$ cat src/rtl/tcb_lib_arbiter_rr.sv
// Round-robin arbiter for TCB managers: holds a grant until its handshake, then rotates priority.
// Optional burst lock (at most BRS consecutive transfers) compiled in with TCB_LIB_ARBITER_RR_LOCK_EN.
module tcb_lib_arbiter_rr #(
  parameter int unsigned SPN = 3,
  parameter int unsigned SPL = $clog2(SPN),
  parameter int unsigned BRS = 4
)(
  input  logic           clk,
  input  logic           rst,
  input  logic [SPN-1:0] vld,
  input  logic [SPN-1:0] lck,
  input  logic           rdy,
  output logic [SPL-1:0] sel,
  output logic [SPN-1:0] gnt,
  output logic           trn,
  output logic           dbg_sta,
  output logic [SPL-1:0] dbg_ptr
);

  // Handshake: a transfer completes in any cycle where the granted manager has
  // vld=1 and the subordinate has rdy=1; that cycle is the last cycle of the grant.

  typedef enum logic {IDLE = 1'b0, BUSY = 1'b1} sta_t;

  localparam logic [SPL-1:0] LAST = SPL'(SPN - 1);

  sta_t           sta, sta_nxt;
  logic [SPL-1:0] ptr, ptr_nxt;
  logic [SPL-1:0] hld, hld_nxt;
  logic [SPL-1:0] cand, ptr_inc;
  logic           cand_ok;
  int             k;

  // Scan from the highest offset down so the lowest offset from ptr wins.
  always_comb begin
    cand    = ptr;
    cand_ok = 1'b0;
    k       = 0;
    for (int j = int'(SPN) - 1; j >= 0; j--) begin
      k = int'(ptr) + j;
      if (k >= int'(SPN)) k = k - int'(SPN);
      if (vld[SPL'(k)]) begin
        cand    = SPL'(k);
        cand_ok = 1'b1;
      end
    end
  end

  always_comb begin
    sel     = ptr;
    gnt     = '0;
    sta_nxt = sta;
    hld_nxt = hld;
    if (!rst) begin
      sel = '0;
    end else begin
      case (sta)
        IDLE: begin
          if (cand_ok) begin
            sel       = cand;
            gnt[cand] = 1'b1;
            if (!rdy) begin
              sta_nxt = BUSY;
              hld_nxt = cand;
            end
          end
        end
        BUSY: begin
          sel = hld;
          if (vld[hld]) begin
            gnt[hld] = 1'b1;
            if (rdy) sta_nxt = IDLE;
          end else begin
            // Manager withdrew its request mid-grant: release without a transfer.
            sta_nxt = IDLE;
          end
        end
        default: sta_nxt = IDLE;
      endcase
    end
    trn = |(gnt & vld) & rdy;
  end

  assign ptr_inc = (sel == LAST) ? '0 : sel + SPL'(1);

`ifdef TCB_LIB_ARBITER_RR_LOCK_EN
  logic [7:0] cnt, cnt_nxt;

  always_comb begin
    ptr_nxt = ptr;
    cnt_nxt = cnt;
    if (trn) begin
      if (lck[sel] && (({1'b0, cnt} + 9'd1) < 9'(BRS))) begin
        cnt_nxt = cnt + 8'd1;
      end else begin
        ptr_nxt = ptr_inc;
        cnt_nxt = '0;
      end
    end
  end

  always_ff @(posedge clk or negedge rst) begin
    if (!rst) cnt <= '0;
    else      cnt <= cnt_nxt;
  end
`else
  logic unused_lck;
  assign unused_lck = ^lck;
  localparam int unsigned unused_brs = BRS;

  always_comb begin
    ptr_nxt = ptr;
    if (trn) ptr_nxt = ptr_inc;
  end
`endif

  always_ff @(posedge clk or negedge rst) begin
    if (!rst) begin
      sta <= IDLE;
      ptr <= '0;
      hld <= '0;
    end else begin
      sta <= sta_nxt;
      ptr <= ptr_nxt;
      hld <= hld_nxt;
    end
  end

  assign dbg_sta = (sta == BUSY);
  assign dbg_ptr = ptr;

endmodule

$ cat config.mk
export PLATFORM = sky130hd
export DESIGN_NAME = tcb_lib_arbiter_rr
export DESIGN_NICKNAME = d
export VERILOG_FILES = /design/src/rtl/tcb_lib_arbiter_rr.sv
export SDC_FILE = /design/constraint.sdc
export NUM_CORES = 1
export LEC_CHECK = 0
export ABC_AREA = 1
export CAP_MARGIN = 20
export CORE_UTILIZATION = 45
export DETAILED_ROUTE_END_ITERATION = 10
export HOLD_SLACK_MARGIN = 0.06
export PLACE_DENSITY_LB_ADDON = 0.12
export SYNTH_ARGS = -nofsm -noshare
export SYNTH_HDL_FRONTEND = slang
export SYNTH_SLANG_ARGS = --single-unit
$ cat constraint.sdc
create_clock -name clk -period 5.35 [get_ports clk]
set_clock_uncertainty 0.2 [all_clocks]
set_input_delay 1.3375 -clock clk [delete_from_list [all_inputs] [get_ports clk]]
set_output_delay 1.3375 -clock clk [all_outputs]
set_load 0.1 [all_outputs]
# Yosys cells after proc, flatten, opt, wreduce, memory -nomap -nowiden
# Index checks and enable logic that the tools add are counted.
[word_totals] regBits=5 latch_bits=0 ramBits=0 romBits=0 in_bits=9 out_inout_bits=9 word_cells=64 memories=0
[classes] n_addsub=6 n_mul=0 div_mod_pow=0 magnitude_cmp=10 n_eq_ne=1 shifts=0 muxes=36 bitwise=4 n_reduce_logical=4
[op_table] op="$mux W2" n=9
[op_table] op="$mux W1" n=15
[op_table] op="$lt A2 B4 Y1 const B" n=3
[op_table] op="$mux W3" n=3
[op_table] op="$bmux W1 S2" n=4
[op_table] op="$ge A3 B2 Y1 const B" n=2
[op_table] op="$lt A2 B3 Y1 const B" n=2
[op_table] op="$pmux W3 S2" n=1
[op_table] op="$sub A2 B2 Y2 const B" n=3
[op_table] op="$demux W1 S2" n=2
[op_table] op="$ge A2 B1 Y1 const B" n=2
[op_table] op="$pmux W2 S2" n=1
[op_table] op="$reduce_and A4 Y1" n=1
[op_table] op="$add A2 B1 Y3 const B" n=1
[op_table] op="$add A2 B2 Y3 const B" n=1
[op_table] op="$and A3 B3 Y3" n=1
[op_table] op="$reduce_or A3 Y1" n=1
[op_table] op="$add A2 B1 Y2 const B" n=1
[op_table] op="$eq A2 B2 Y1 const B" n=1
[op_table] op="$ge A2 B2 Y1 const B" n=1
[op_table] op="$logic_and A1 B1 Y1" n=2
[op_table] op="$not A1 Y1" n=2
[op_table] op="$pmux W1 S2" n=1
[op_table] op="$and A1 B1 Y1" n=1

# Depth between registers and ports, before layout
# Gate-level depths: netlist (run 1).
[depth] ltp_word=19 mapped_depth=17 ltp_nobuf=17

# Least setup slack after synthesis (run 1)
# OpenSTA, ideal clock, no wires.
[synth_timing] path_type="reg2out" from="register ptr[0], in the netlist dbg_ptr[0]" to="output gnt[0]" t_arrival_ps=4269 required_time_ps=3813 path_slack_ps=-456 stages_incl_launch_ff=10 path_buffers=0 cell_sequence="dfrtp_1 -> inv_1 -> ha_1 -> a21oi_1 -> o21ai_0 -> nand2_1 -> nand2_1 -> nand2_1 -> nand3_1 -> a21boi_0"
[synth_via] elab_chain_cells=16 elab_cells_between_ends=34 classes_between="add/sub: 5; order compare: 5; mux: 23; reduce/logical: 1"
[synth_lines] item="start, declared" line="28" text="logic [SPL-1:0] ptr, ptr_nxt;"
[synth_lines] item="start signal, assigned" line="124" text="ptr <= ptr_nxt;"
[synth_lines] item="$add A2 B2 Y3" line="40" text="k = int'(ptr) + j;"
[synth_lines] item="$ge A3 B2 Y1 or $sub A2 B2 Y2 (tied branches)" line="41" text="if (k >= int'(SPN)) k = k - int'(SPN);"
[synth_lines] item="$mux W2" line="41"
[synth_lines] item="$bmux W1 S2" line="42" text="if (vld[SPL'(k)]) begin"
[synth_lines] item="$mux W1 (not written as such) (2 in series)" line="42"
[synth_lines] item="$mux W2 (3 in series)" line="42"
[synth_lines] item="$lt A2 B3 Y1 (not written as such) or $ge A2 B1 Y1 (tied branches)" line="61" text="gnt[cand] = 1'b1;"
[synth_lines] item="$logic_and A1 B1 Y1 (not written as such)" line="61"
[synth_lines] item="$mux W1 (not written as such)" line="61"
[synth_lines] item="$demux W1 S2" line="61"
[synth_lines] item="$mux W3 *" line="59" text="if (cand_ok) begin"
[synth_lines] item="$pmux W3 S2 *" line="57" text="case (sta)"
[synth_lines] item="$mux W3 *" line="54" text="if (!rst) begin"
[synth_lines] item="end, declared" line="14" text="output logic [SPN-1:0] gnt,"
# Every way passes the cells marked *; elsewhere a longest branch is shown, timed or not. The select of a mux whose other input is x is not followed.

# Worst setup path after layout (run 1)
[layout_timing] from="input vld[1]" to="output trn"
[layout_via] elab_chain_cells=16 elab_cells_between_ends=29 classes_between="order compare: 2; mux: 23; bitwise: 2; reduce/logical: 2"
[layout_lines] item="start, declared" line="10" text="input logic [SPN-1:0] vld,"
[layout_lines] item="$bmux W1 S2" line="42"
[layout_lines] item="$mux W1 (not written as such) (2 in series)" line="42"
[layout_lines] item="$mux W2 (3 in series)" line="42"
[layout_lines] item="$lt A2 B3 Y1 (not written as such) or $ge A2 B1 Y1 (tied branches)" line="61"
[layout_lines] item="$logic_and A1 B1 Y1 (not written as such)" line="61"
[layout_lines] item="$mux W1 (not written as such)" line="61"
[layout_lines] item="$demux W1 S2" line="61"
[layout_lines] item="$mux W3" line="59"
[layout_lines] item="$pmux W3 S2" line="57"
[layout_lines] item="$mux W3" line="54"
[layout_lines] item="$and A3 B3 Y3 *" line="81" text="trn = |(gnt & vld) & rdy;"
[layout_lines] item="$reduce_or A3 Y1 *" line="81"
[layout_lines] item="$and A1 B1 Y1 *" line="81"
[layout_lines] item="end, declared" line="15" text="output logic trn,"
# Marked as above.

==> results of run 1 <==
[per-stage QoR]
step	instances	utilization (%)	worst slack, ns	instance area [um2]
2_1_floorplan	107	-	0.306	627
3_3_place_gp	136	62.1	0.622	808
3_5_place_dp	136	62.1	0.619	808
4_1_cts	140	64.1	0.607	835
5_1_grt	140	64.1	0.422	835
6_report	140	64.1	0.597	835
[kinds of logic after synthesis]
| kind of cell | Yosys count |
|---|---|
| AND/OR/NAND/NOR | 67 |
| buffers and inverters | 17 |
| AO/OA/AOI/OAI | 15 |
| flip-flops | 5 |
| adder cells (fa/ha/maj) | 3 |
[final cells by class]
type                    count  share of cell area (%)
clock buffers               4                    3.15
flip-flops and latches      5                    15.0
repair buffers             14                    19.5
well taps                  15                    2.25
multi-input cells          85                    52.5
inverters                  17                    7.65
[worst min-delay path, cell delays in order (launching register included)]
cell,delay (ns)
dfrtp_1,0.38
nand2_1,0.07
nand2_1,0.05
[registers in the layout (all words and copies together), names as in the netlist]
register	count
dbg_ptr	2
dbg_sta	1
hld	2
[how the worst max path moves through the flow]
stage / startpoint / to / slack (ns) / cells past startpoint
6_report: vld[1] / trn / 0.60 / 14
4_1_cts: vld[1] / trn / 0.61 / 14
2_1_floorplan: dbg_ptr[0]$_DFFE_PN0P_ / gnt[0] / 0.31 / 9
5_1_grt: vld[1] / trn / 0.42 / 14
3_3_place_gp: vld[1] / trn / 0.62 / 14
3_5_place_dp: vld[1] / trn / 0.62 / 14
[per-layer routing]
metal	up-vias	global-route usage [%]	share of wire [%]
li1	391	-	-
met1	319	28.5	51
met2	8	28.3	47
met3	0	3.41	1.7
met4	0	10.3	0
met5	-	0	0
[cell usage after synthesis]
cell,instances
a21boi_0,2
a21oi_1,8
dfrtp_1,5
ha_1,3
inv_1,13
inv_2,4
nand2_1,34
nand2_2,5
nand3_1,18
nand3_2,4
nand4_1,2
nor2_1,4
o21ai_0,4
o2bb2ai_1,1
==> reports/qor.yml, run 1 <==
placement:
  io_buffers: 14
  gp_routability_congestion: 0.907
  hpwl_um: 1160
worst_setup_path:
  r2r_setup_slack_ns: 3.04
  cp_max_fo: 5
  cp.buffers_inverters: 4
  cpPeakStageDelay_ns: 0.57
  critPathArrivalTime_ns: 3.22
  path_cells: "clkdlybuf4s50_1 > inv_2 > a21oi_1 > o21ai_0 > nand2_1 > nand2_1 > nand2_1 > nand3_1 > nand2_1 > nand3_1 > nand3_2 > nand2_2 > inv_1 > buf_12"
  cp_common_cell: "nand2_1"
  critical-path-top-delay-family: "buffers and inverters"
  endpoint_kind: "output port"
  crit-reg2reg-launch: "dbg_ptr[0]$_DFFE_PN0P_"
  reg2reg_depth: 14
  path_class: "input pin to output port"
  setup.worst_path.start_class: "input pin"
  rr_endpoint: "dbg_ptr[1]$_DFFE_PN0P_"
  cp_slowest_cell: "clkdlybuf4s50_1"
  crit_required_ns: 3.81
drt:
  vias_per_cell: 5.13
  drt-total-wl_um: 1380
  via_count: 718
  drt_iter0_drc: 17
  drc: 0
  drt-wirelength-per-cell_um: 9.86
  antenna_left: 0
  first_pass_iters: 4
synth:
  synth-compound-area-share_pct: 13.4
  synthMuxAreaShare_pct: 0
  synth_xor_area_share_pct: 0
  synthSimpleGateAreaFrac_pct: 50.5
  netlist_top_cells_area: "nand2_1 20%, dfrtp_1 20%, nand3_1 14%"
  synth_cells: 107
  ys_ff_latch: 5
  syn_avg_cell_area_um2: 5.86
  synth_fp_nets: 119
  synth_top_family_by_area: "simple AND/OR/NAND/NOR gates"
  synth-seq-area-share_pct: 20.0
  yosysWarnings: 0
  synthAdderAreaFrac_pct: 5.99
  synth_area_leader_cell: "nand2_1"
  synth_top_cell_area_share_pct: 20.4
  yosysUniqueCellTypes: 14
  syn-cell-area_um2: 627
cells_and_area:
  final_common_cell: "nand2_1"
  area_growth_pct: 33.1
  drive_gt1_share_pct: 17.6
  n_antenna_cell: 0
  nets: 138
  multiInputGateArea_um2: 438
  final-seq-area_um2: 125
  layout_common_cells: "34 x nand2_1, 18 x nand3_1, 13 x inv_1"
  fill_cells: 132
sta:
  hold_viol: 0
  finalCritPeriodShare_pct: 88.8
  holdWs_ns: 0.331
  period_minus_slack_ns: 4.75
  setup_violations: 0
  tns_ns: 0
  max_freq_mhz: 210
  drv_slew: 0
  tightestPinTransition_ns: 0.963
  max_slew_margin_pct: 35.6
  rsz0062_at_grt: "false"
run_status:
  run_status: "completed"
die:
  dieHeight_um: 39.3
  core_area_um2: 1300
  start_util_pct: 48.2
  die_w_um: 39.3
  rows: 13
  fp.dieArea_um2: 1550
  io_pins: 18
hold_path:
  min_to: "dbg_ptr[0]$_DFFE_PN0P_"
  hp-class: "flop to flop"
  hold_path_depth: 2
  hold_path_startpoint: "dbg_ptr[0]$_DFFE_PN0P_"
cts:
  post-cts-setup-buffer-count: 0
  numCtsBuffers: 3
  cts_buffer_depth: 2
  cts_resized: 0
  clk_pin_slew_worst_paths_ns: 0.04
  clk-insertion-delay-late_ns: 0.24
  clock-root-buffer: "clkbuf_4"
  cts_hold_buffers: 0
  cts.sinks: 5
  cts_max_level: 1
  cts_tree: "yes"
global_route:
  grt_pass1_wl_um: 2050
  globalRouteOverflowTotal: 0
  grt_max_degree: 9
  first_global_vias: 494
  gr-usage-all-layers_pct: 20.0
  antenna_found_initial: 0
job:
  cap_viol_max_count: 0
Power of run 1 is not shown: default switching activity piles up to over one toggle a cycle in this logic, so the estimate is an artifact.
==> run 2: changes to the inputs <==
--- a/config.mk
+++ b/config.mk
@@ -10,7 +10,7 @@
 export CORE_UTILIZATION = 45
 export DETAILED_ROUTE_END_ITERATION = 10
 export HOLD_SLACK_MARGIN = 0.06
-export PLACE_DENSITY_LB_ADDON = 0.12
+export PLACE_DENSITY = 0.75
 export SYNTH_ARGS = -nofsm -noshare
 export SYNTH_HDL_FRONTEND = slang
 export SYNTH_SLANG_ARGS = --single-unit
==> run 2 against run 1 <==
  * Register-to-register slack is essentially flat
  * Global-route usage is 3.8 points higher
  * Flip-flop and latch count unchanged
  * Final cell count is the same
  * Fmax fell by 0.71%
  * Critical path depth up 1
  * Setup slack got worse by 0.034 ns
  * Die area unchanged
  * Utilization is 0.96 points lower
  * Via count rose by 3.8%
  * First-iteration DRC count increased by 110%
  * Final area shrank 1.5%
  * Critical path type unchanged
  * Critical endpoint unchanged
==> reports/qor.yml, run 2 (synthesized netlist as in run 1, its figures left out) <==
cts:
  clock-root-buffer: "clkbuf_4"
  clk_pin_slew_worst_paths_ns: 0.04
  clk-insertion-delay-late_ns: 0.24
  cts_hold_buffers: 0
  numCtsBuffers: 3
  cts_resized: 0
  post-cts-setup-buffer-count: 0
  cts_tree: "yes"
  cts_buffer_depth: 2
  cts.sinks: 5
  cts_max_level: 1
worst_setup_path:
  cpPeakStageDelay_ns: 0.52
  endpoint_kind: "output port"
  cp_max_fo: 6
  critical-path-top-delay-family: "buffers and inverters"
  cp_slowest_cell: "clkdlybuf4s50_1"
  path_cells: "clkdlybuf4s50_1 > inv_1 > nand2_1 > nand3_2 > nand2_2 > a21oi_1 > nand2_2 > nand2_2 > nand3_1 > nand2_1 > nand3_1 > nand3_2 > nand2_2 > inv_1 > buf_12"
  crit_required_ns: 3.81
  crit-reg2reg-launch: "dbg_ptr[0]$_DFFE_PN0P_"
  cp.buffers_inverters: 4
  endpoint: "trn"
  setup.worst_path.start_class: "input pin"
  cp_common_cell: "nand2_2"
  cp.depth: 15
  r2r_setup_slack_ns: 3.03
  critPathArrivalTime_ns: 3.25
  path_class: "input pin to output port"
  reg2reg_depth: 14
  cp-startpoint: "vld[0]"
  rr_endpoint: "dbg_ptr[0]$_DFFE_PN0P_"
drt:
  antenna_left: 0
  drt-wirelength-per-cell_um: 10.8
  drt-total-wl_um: 1510
  via_count: 745
  drc: 0
  drt_iter0_drc: 35
  first_pass_iters: 4
  vias_per_cell: 5.32
global_route:
  antenna_found_initial: 0
  grt_pass1_wl_um: 2460
  globalRouteOverflowTotal: 0
  first_global_vias: 655
  gr-usage-all-layers_pct: 23.8
  grt_max_degree: 9
placement:
  hpwl_um: 1220
  gp_routability_congestion: 0.831
  io_buffers: 14
sta:
  period_minus_slack_ns: 4.79
  tns_ns: 0
  max_slew_margin_pct: 35.6
  setup_violations: 0
  max_freq_mhz: 209
  hold_viol: 0
  finalCritPeriodShare_pct: 89.5
  rsz0062_at_grt: "false"
  drv_slew: 0
  tightestPinTransition_ns: 0.962
cells_and_area:
  layout_common_cells: "34 x nand2_1, 18 x nand3_1, 13 x inv_1"
  drive_gt1_share_pct: 17.6
  area_growth_pct: 31.1
  fill_cells: 120
  n_antenna_cell: 0
  nets: 138
  final_common_cell: "nand2_1"
job:
  cap_viol_max_count: 0
hold_path:
  hp-class: "flop to flop"
die:
  core_area_um2: 1300
  start_util_pct: 48.2
  io_pins: 18
  die_w_um: 39.3
  dieHeight_um: 39.3
  fp.dieArea_um2: 1550
  rows: 13
run_status:
  run_status: "completed"
==> run 2: per-layer routing <==
layer | GRT usage (%) | wire (um) | vias up
met5 | 0 | 0 | -
met4 | 12.9 | 0 | 0
met3 | 3.41 | 65 | 0
met2 | 38.8 | 741 | 26
met1 | 29.8 | 701 | 333
li1 | - | - | 386
==> run 2: final cells by class <==
cell class                      instances  area (um2)  area share [%]
Timing Repair Buffer                   14         150            18.3
Inverter                               17        63.8            7.76
Sequential cell                         5         125            15.2
Multi-Input combinational cell         85         438            53.3
Clock buffer                            4        26.3            3.20
Tap cell                               15        18.8            2.28
==> run 2: tightest hold or removal path, stage by stage, from the launching register on <==
cell,delay (ns)
dfrtp_1,0.39
nand2_1,0.07
nand2_1,0.05
==> run 2: worst min-delay path by stage <==
stage	slack, ns	startpoint	cells past startpoint	endpoint
3_5_place_dp	0.34	dbg_ptr[0]$_DFFE_PN0P_	2	dbg_ptr[0]$_DFFE_PN0P_
6_report	0.34	dbg_ptr[0]$_DFFE_PN0P_	2	dbg_ptr[0]$_DFFE_PN0P_
4_1_cts	0.35	dbg_ptr[0]$_DFFE_PN0P_	2	dbg_ptr[0]$_DFFE_PN0P_
2_1_floorplan	0.32	hld[1]$_DFFE_PN0P_	2	hld[1]$_DFFE_PN0P_
3_3_place_gp	0.32	dbg_ptr[0]$_DFFE_PN0P_	2	dbg_ptr[0]$_DFFE_PN0P_
5_1_grt	0.37	dbg_ptr[0]$_DFFE_PN0P_	2	dbg_ptr[0]$_DFFE_PN0P_
==> run 2: per-stage QoR <==
stage               cell area [um2]  util [%]  hold WS (ns)  worst slack [ns]  cells
finish                          822      63.2         0.336             0.564    140
detailed placement              796      61.2         0.339             0.572    136
global route                    822      63.2         0.368             0.385    140
CTS                             822      63.2         0.349             0.572    140
floorplan                       627         -         0.317             0.306    107
global placement                796      61.2         0.323             0.619    136
Power of run 2 is left out for the same reason.
==> run 3: changes to the inputs <==
--- a/config.mk
+++ b/config.mk
@@ -5,12 +5,11 @@
 export SDC_FILE = /design/constraint.sdc
 export NUM_CORES = 1
 export LEC_CHECK = 0
-export ABC_AREA = 1
 export CAP_MARGIN = 20
 export CORE_UTILIZATION = 45
 export DETAILED_ROUTE_END_ITERATION = 10
 export HOLD_SLACK_MARGIN = 0.06
-export PLACE_DENSITY = 0.75
+export PLACE_DENSITY = 0.74
 export SYNTH_ARGS = -nofsm -noshare
 export SYNTH_HDL_FRONTEND = slang
 export SYNTH_SLANG_ARGS = --single-unit
==> run 3 against run 2 <==
  * Non-clock buffer count up 5
  * Flip-flop and latch count unchanged
  * Utilization up 6.2 points
  * Sequential share of layout area down 2.0 points
  * Critical path depth down 6
  * Critical path type unchanged
  * Critical endpoint unchanged
==> reports/qor.yml, run 3 <==
drt:
  drt_iter0_drc: 32
  first_pass_iters: 4
  drc: 0
  drt-total-wl_um: 1730
  via_count: 740
  vias_per_cell: 5.97
  antenna_left: 0
  drt-wirelength-per-cell_um: 14.0
cells_and_area:
  nets: 122
  fill_cells: 103
  layout_common_cells: "9 x inv_1, 8 x a21oi_1, 8 x nand2_1, 8 x clkdlybuf4s50_1"
  drive_gt1_share_pct: 20.2
  area_growth_pct: 38.3
  final_common_cell: "inv_1"
  n_antenna_cell: 0
synth:
  synth_common_cells: "9 x inv_1, 8 x a21oi_1, 8 x nand2_1"
  synth-seq-area-share_pct: 18.2
  syn_avg_cell_area_um2: 7.62
  synth_cells: 90
  synth_top_cell_area_share_pct: 18.2
  yosysMostFrequentCell: "inv_1"
  synth_area_leader_cell: "dfrtp_1"
  synth-async-reset-ratio_pct: 100
  synth_edf_count: 0
  synth_xor_area_share_pct: 0
  synth-main-ff-cell: "dfrtp_1"
  syn-cell-area_um2: 686
  synth-compound-area-share_pct: 33.4
  netlist_top_cells_area: "dfrtp_1 18%, a21oi_1 5.8%, ha_1 5.5%"
  yosysUniqueCellTypes: 38
  yosysWarnings: 0
  ys_ff_latch: 5
  synth_fp_nets: 102
  synthAdderAreaFrac_pct: 5.47
  synthMuxAreaShare_pct: 9.85
  synthSimpleGateAreaFrac_pct: 24.1
  synth_top_family_by_area: "compound AO/OA/AOI/OAI gates"
cts:
  cts_tree: "yes"
  cts_max_level: 1
  clk-insertion-delay-late_ns: 0.24
  post-cts-setup-buffer-count: 0
  cts_resized: 0
  numCtsBuffers: 3
  cts_buffer_depth: 2
  cts_hold_buffers: 0
  clk_pin_slew_worst_paths_ns: 0.04
  cts.sinks: 5
  clock-root-buffer: "clkbuf_4"
hold_path:
  hp-class: "flop to flop"
global_route:
  grt_max_degree: 12
  gr-usage-all-layers_pct: 27.7
  grt_pass1_wl_um: 2950
  antenna_found_initial: 0
  first_global_vias: 700
  globalRouteOverflowTotal: 0
placement:
  hpwl_um: 1330
  gp_routability_congestion: 0.856
  io_buffers: 14
die:
  fp.dieArea_um2: 1680
  dieHeight_um: 41.0
  die_w_um: 41.0
  start_util_pct: 50.2
  rows: 13
  core_area_um2: 1370
  io_pins: 18
worst_setup_path:
  crit_required_ns: 3.81
  path_cells: "clkdlybuf4s50_1 > buf_4 > nand2b_1 > a21oi_1 > o221ai_1 > nand2_1 > o32a_1 > o22ai_2 > buf_12"
  cp_max_fo: 7
  critPathArrivalTime_ns: 3.62
  setup.worst_path.start_class: "input pin"
  cp_slowest_cell: "clkdlybuf4s50_1"
  cpPeakStageDelay_ns: 0.61
  path_class: "input pin to output port"
  cp.buffers_inverters: 3
  critical-path-top-delay-family: "buffers and inverters"
  endpoint_kind: "output port"
job:
  cap_viol_max_count: 0
sta:
  period_minus_slack_ns: 5.15
  hold_viol: 0
  tns_ns: 0
  finalCritPeriodShare_pct: 96.3
  setup_violations: 0
  max_slew_margin_pct: 35.0
  max_freq_mhz: 194
  holdWs_ns: 0.417
  drv_slew: 0
  rsz0062_at_grt: "false"
  tightestPinTransition_ns: 0.972
run_status:
  run_status: "completed"
-- run 3: kinds of logic after synthesis --
| kind of cell | Yosys count |
|---|---|
| AOI/OAI and AO/OA | 33 |
| and+or+nand+nor | 30 |
| buffers and inverters | 13 |
| muxes | 6 |
| DFF | 5 |
| adders and majority gates | 3 |
-- run 3: worst paths after layout --
check | startpoint | end | slack [ns] | depth (start not counted)
min reg2reg | hld[0]$_DFFE_PN0P_ | hld[0]$_DFFE_PN0P_ | 0.42 | 2
max | vld[2] | trn | 0.20 | 9
min | hld[0]$_DFFE_PN0P_ | hld[0]$_DFFE_PN0P_ | 0.42 | 2
max reg2reg | dbg_ptr[0]$_DFFE_PN0P_ | dbg_ptr[1]$_DFFE_PN0P_ | 2.37 | 9
min in group asynchronous | rst | dbg_ptr[1]$_DFFE_PN0P_ | 1.28 | 2
max in group asynchronous | rst | hld[1]$_DFFE_PN0P_ | 3.54 | 2
-- run 3: layout make-up --
| cell class | instances | area [um2] | area share [%] |
|---|---|---|---|
| Multi-Input combinational cell | 72 | 507 | 53.4 |
| Timing Repair Buffer | 19 | 238 | 25.1 |
| Sequential cell | 5 | 125 | 13.2 |
| Inverter | 9 | 33.8 | 3.56 |
| Clock buffer | 4 | 26.3 | 2.77 |
| Tap cell | 15 | 18.8 | 1.98 |
-- run 3: worst register-to-register path: stages, from the launching register on --
cell,delay [ns]
dfrtp_1,0.39
inv_1,0.14
ha_1,0.40
mux2i_1,0.28
nor2_1,0.09
mux2_4,0.31
a22o_1,0.23
o32a_1,0.38
o22ai_2,0.27
mux2i_1,0.21
-- run 3: through the flow --
step	std cells	setup slack, ns	instance area [um2]	utilization (%)
2_1_floorplan	90	0.131	693	-
3_3_place_gp	120	0.269	922	67.5
3_5_place_dp	120	0.223	922	67.5
4_1_cts	124	0.207	948	69.4
5_1_grt	124	0.0857	948	69.4
6_report	124	0.196	948	69.4
-- run 3: metal layers --
metal | routed length [um] | global-route usage, % | vias to the layer above
li1 | - | - | 365
met1 | 804 | 36.2 | 339
met2 | 813 | 40.6 | 32
met3 | 74 | 3.80 | 4
met4 | 38 | 20.8 | 0
met5 | 0 | 0 | -
Power of run 3 is left out for the same reason.
